### config.mk
export PLATFORM = sky130hd
export DESIGN_NAME = counter_mod_prog
export DESIGN_NICKNAME = d
export VERILOG_FILES = /design/src/rtl/counter_mod_prog.sv
export SDC_FILE = /design/constraint.sdc
export NUM_CORES = 1
export LEC_CHECK = 0
export ABC_AREA = 1
export CAP_MARGIN = 0
export CORE_UTILIZATION = 25
export DETAILED_ROUTE_END_ITERATION = 10
export MAX_ROUTING_LAYER = met4
export PLACE_DENSITY_LB_ADDON = 0.08
export REMOVE_ABC_BUFFERS = 1
export SLEW_MARGIN = 40
export SYNTH_ARGS = -nofsm -noshare
export SYNTH_HDL_FRONTEND = slang
export SYNTH_SLANG_ARGS = --single-unit
### constraint.sdc
create_clock -name clk -period 2.6 [get_ports clk]
set_input_delay 0.39 -clock clk [delete_from_list [all_inputs] [get_ports clk]]
set_output_delay 0.39 -clock clk [all_outputs]
set_load 0.02 [all_outputs]
### src/rtl/counter_mod_prog.sv
// Programmable modulo-M up/down counter with a shadowed modulus.
// It supports preload, synchronous clear, one-shot stop and a cascade carry.
module counter_mod_prog #(
    parameter int WIDTH       = 10,
    parameter int DEFAULT_MOD = 1000
) (
    input  logic             clk,
    input  logic             r,
    input  logic             en,
    input  logic             sclr,
    input  logic             ld,
    input  logic [WIDTH-1:0] d,
    input  logic             dir,
    input  logic             oneshot,
    input  logic             mod_wr,
    input  logic [WIDTH-1:0] mod_in,
    output logic [WIDTH-1:0] q,
    output logic             co,
    output logic             done,
    output logic [WIDTH-1:0] mod_q,
    output logic             mod_err
);

    if (DEFAULT_MOD < 1 || DEFAULT_MOD > (2 ** WIDTH) - 1) begin : g_bad_mod
        $error("counter_mod_prog: DEFAULT_MOD out of range");
    end

    localparam logic [WIDTH-1:0] MOD_RST = WIDTH'(DEFAULT_MOD);
    localparam logic [WIDTH-1:0] ONE     = WIDTH'(1);

    logic [WIDTH-1:0] q_q, q_d;
    logic             done_q, done_d;
    logic [WIDTH-1:0] act_mod_q, act_mod_d;
    logic [WIDTH-1:0] shadow_q, shadow_d;
    logic             pend_q, pend_d;
    logic             err_q, err_d;
    logic [WIDTH-1:0] mod_next;
    logic             tc;
    logic             xfer;

    // Modulus that becomes active if a transfer happens on this edge
    assign mod_next = pend_q ? shadow_q : act_mod_q;
    assign tc       = dir ? (q_q == '0) : (q_q == act_mod_q - ONE);

    always_comb begin
        q_d       = q_q;
        done_d    = done_q;
        act_mod_d = act_mod_q;
        shadow_d  = shadow_q;
        pend_d    = pend_q;
        err_d     = err_q;
        xfer      = 1'b0;
        if (sclr) begin
            xfer   = 1'b1;
            q_d    = dir ? mod_next - ONE : '0;
            done_d = 1'b0;
        end else if (ld) begin
            q_d    = (d < act_mod_q) ? d : act_mod_q - ONE;
            done_d = 1'b0;
        end else if (en && !done_q) begin
            if (!tc) begin
                q_d = dir ? q_q - ONE : q_q + ONE;
            end else if (!oneshot) begin
                xfer = 1'b1;
                q_d  = dir ? mod_next - ONE : '0;
            end else begin
                done_d = 1'b1;
            end
        end
        if (xfer) begin
            act_mod_d = mod_next;
            pend_d    = 1'b0;
        end
        // A write on a transfer edge lands in the shadow for the next wrap
        if (mod_wr) begin
            if (mod_in != '0) begin
                shadow_d = mod_in;
                pend_d   = 1'b1;
            end else begin
                err_d = 1'b1;
            end
        end
    end

    always_ff @(posedge clk or negedge r) begin
        if (!r) begin
            q_q       <= '0;
            done_q    <= 1'b0;
            act_mod_q <= MOD_RST;
            shadow_q  <= MOD_RST;
            pend_q    <= 1'b0;
            err_q     <= 1'b0;
        end else begin
            q_q       <= q_d;
            done_q    <= done_d;
            act_mod_q <= act_mod_d;
            shadow_q  <= shadow_d;
            pend_q    <= pend_d;
            err_q     <= err_d;
        end
    end

    // Gated by r so the carry stays quiet while the chain is held in reset
    assign co      = en & tc & ~sclr & ~ld & ~done_q & r;
    assign q       = q_q;
    assign done    = done_q;
    assign mod_q   = act_mod_q;
    assign mod_err = err_q;

endmodule

==> run_results.csv <==
group,metric,value,unit
sta,post-route-min-period,2.417,ns
sta,period_share,92.98,%
floorplan,start_util,25.62,%
final_layout,seq_area,840.8,um^2
sta,rsz0062_at_grt,"no",
floorplan,io_pins,51,
run,max-cap-violations,0,
synthesis,synth_warnings,0,
synthesis,synth_top_area_share,16.32,%
grt,grt_pass1_vias,3430,
synthesis,synth-edff-count,0,
pwr,max-vdd-ir-drop,282.1,uV
grt,overflow,0,
critical_path,path_class,"in -> reg",
final_layout,finish.utilization,35.46,%
final_layout,finish.net_count,627,
critical_path,crit_arrival,2.60,ns
critical_path,slowest_stage,"clkdlybuf4s50_1",
grt,grt_max_degree,34,
floorplan,die_h,115.5,um
final_layout,fillers,1402,
route,avgViaCountPerCell,4.519,
clock_tree,ctsHtreeMaxLevel,2,
route,drt_iter0_drc,131,
sta,hold_viol,0,
clock_tree,clk_path_buf_depth,2,
sta,hold_ws,0.2594,ns
sta,setup_viol_count_final,0,
placed_design,hpwl,9013,um
clock_tree,cts_buffers,5,
clock_tree,cts_tree,"done",
placed_design,placed_cells,743,
placed_design,place_congestion,0.8418,
synthesis,synth_seq_area_share,26.11,%
pwr,power.leakage,2.110,nW
sta,tightest_slew,0.4768,ns
sta,fin_skew,0.01070,ns
critical_path,path_buf_inv,4,
critical_path,critPathLaunch,"dir",
run_status,status,"finished, final reports clean",
critical_path,critPathTopFamily,"buffers and inverters",
placed_design,numPortBuffers,50,
critical_path,critPathMaxStageDelay,0.50,ns
final_layout,final_cell_count_no_fill,752,
floorplan,fp.dieW,115.5,um
clock_tree,cts_num_sinks,33,
route,ant_nets,0,
critical_path,end_kind,"flop",
sta,drv_slew,0,
clock_tree,clk_pin_slew,0.07,ns
synthesis,synth_seq_cells,33,
floorplan,core,12570,um^2
critical_path,path_max_fanout,5,
critical_path,worstSetupStartpointType,"input pin",
grt,grt_antenna_before_repair,0,
route,wl_per_cell,14.66,um
clock_tree,clk_latency,0.28,ns
grt,grt_pass1_wl,18000,um
synthesis,syn-instance-count,476,
route,wirelength,11030,um
route,routed-via-count,3398,
synthesis,synth_area_leaders,"dfrtp_1 (16%), nand2_1 (14%), dfstp_2 (9.8%)",
clock_tree,root_buffer,"clkbuf_16",
synthesis,async_flop_share,100.0,%
synthesis,synthFlopType,"dfrtp_1",
synthesis,avgSynthCellArea,6.766,um^2
final_layout,multi_input_area,2102,um^2
critical_path,crit_path_cell_trace,"clkdlybuf4s50_1 -> inv_1 -> buf_4 -> fa_1 -> o21ai_1 -> buf_4 -> nand4_1 -> nand3_1 -> xnor2_1 -> nand3_1 -> nand3_1 -> nand3_1 -> nand2_1 -> nand2_1",
critical_path,worstPathRequired,2.78,ns
pwr,powerDensity,597.1,nW/um^2
grt,grtUsageTotal,18.42,%
floorplan,die_area,13340,um^2
sta,fmax,0.4137,GHz
critical_path,crit_path_frequent_cell,"nand3_1",
route,detail_route.drc_violations,0,
final_layout,drive_gt1_share,21.72,%
final_layout,syn2layout_area_growth,38.38,%
final_layout,diodes,0,
synthesis,syn-cell-area,3221,um^2
route,firstDrtPassIters,4,
sta,tns,0,ns
sta,slew-limit-headroom,68.21,%
synthesis,synth_cell_types,40,
hold_path,hp-class,"in -> async",
critical_path,timing.rr.start,"mod_q[7]",
floorplan,rows,41,
synthesis,synth_top_cell_by_area,"dfrtp_1",
[logic make-up (layout without fill, tap and decap cells)]
group	Yosys count	count (layout)	synth area share (%)
AND/OR/NAND/NOR	266	266	39.51
XOR/XNOR	8	8	2.175
AO/OA/AOI/OAI	71	71	12.24
buffers and inverters	70	174	9.169
adder cells (fa/ha/maj)	20	20	8.003
flip-flops	33	33	26.11
multiplexers	8	8	2.797
[cell type report]
cell class	count	area share, %
clock buffer	7	3.200
clock inverter	1	0.1684
inverter	61	5.138
multi-input combinational	373	47.16
sequential	33	18.87
tap	172	4.829
timing repair buffer	105	20.63
[Yosys cell counts, drive strengths merged, types with 4 or more instances]
library cell	count
nand2	135
nand3	61
inv	59
nor2	38
o21ai	37
dfrtp	21
a21oi	20
ha	19
dfstp	12
nand4	11
or2	9
mux2	8
o211ai	7
buf	6
nor3	5
xnor2	4
xor2	4
[final timing paths]
kind | slack [ns] | depth (start not counted) | end
max | 0.18 | 14 | q[8]
min | 0.26 | 2 | q[7]
max reg2reg | 0.20 | 14 | q[5]
min reg2reg | 0.48 | 1 | mod_err
max in group asynchronous | 1.98 | 2 | mod_q[3]
min in group clk | 0.48 | 1 | mod_err
[sequential cells by signal, summed over array words and instances, names as in the netlist]
register  count
mod_q        10
done          1
mod_err       1
q            10
shadow_q     10
pend_q        1
[worst register-to-register path, cell delays in order (launching register included)]
cell	delay [ns]
dfstp_2	0.61
inv_1	0.07
buf_4	0.15
ha_1	0.29
nand2_1	0.05
nor3_1	0.14
buf_4	0.16
o211ai_1	0.09
nand3_1	0.11
clkinv_1	0.07
buf_4	0.17
o21ai_1	0.16
nand4_1	0.10
nand3_1	0.08
nand2_1	0.05
[repair_timing]
action / in CTS / in global routing
setup buffers: 0 / 1
setup endpoints to repair: 1 / 8
gates resized for setup: 3 / 10
hold buffers: 0 / 0
endpoints found under the hold margin: 0 / 0
[placed cells by master (no fill, tap or decap), types with 14 or more instances in the layout]
cell type,count
nand2_2,14
clkdlybuf4s50_1,48
ha_1,18
buf_4,53
nand2_1,118
nand3_1,58
inv_1,57
a21oi_1,20
o21ai_0,26
dfrtp_1,21
nor2_1,29
[metal layers]
metal	track usage [%]	wire length [um]
met1	23.13	5240
met2	31.46	5285
met3	2.040	321
met4	4.589	180
met5	-	0
[power by group]
group          internal, mW  total [mW]  switching, mW
Sequential            0.602       0.689         0.0864
Clock                 0.382       0.630          0.248
Combinational         0.596        1.34          0.747
[metrics by stage]
stage / power [mW] / worst slack [ns] / cell area [um^2]
CTS: 2.679 / 0.007925 / 4436
global route: 2.879 / 0.003324 / 4457
floorplan: 1.456 / 0.02812 / 3154
detailed placement: 2.029 / -0.1399 / 4283
finish: 2.661 / 0.1825 / 4457
global placement: 2.026 / -0.1736 / 4283
Power figures use the tool's default switching activity.
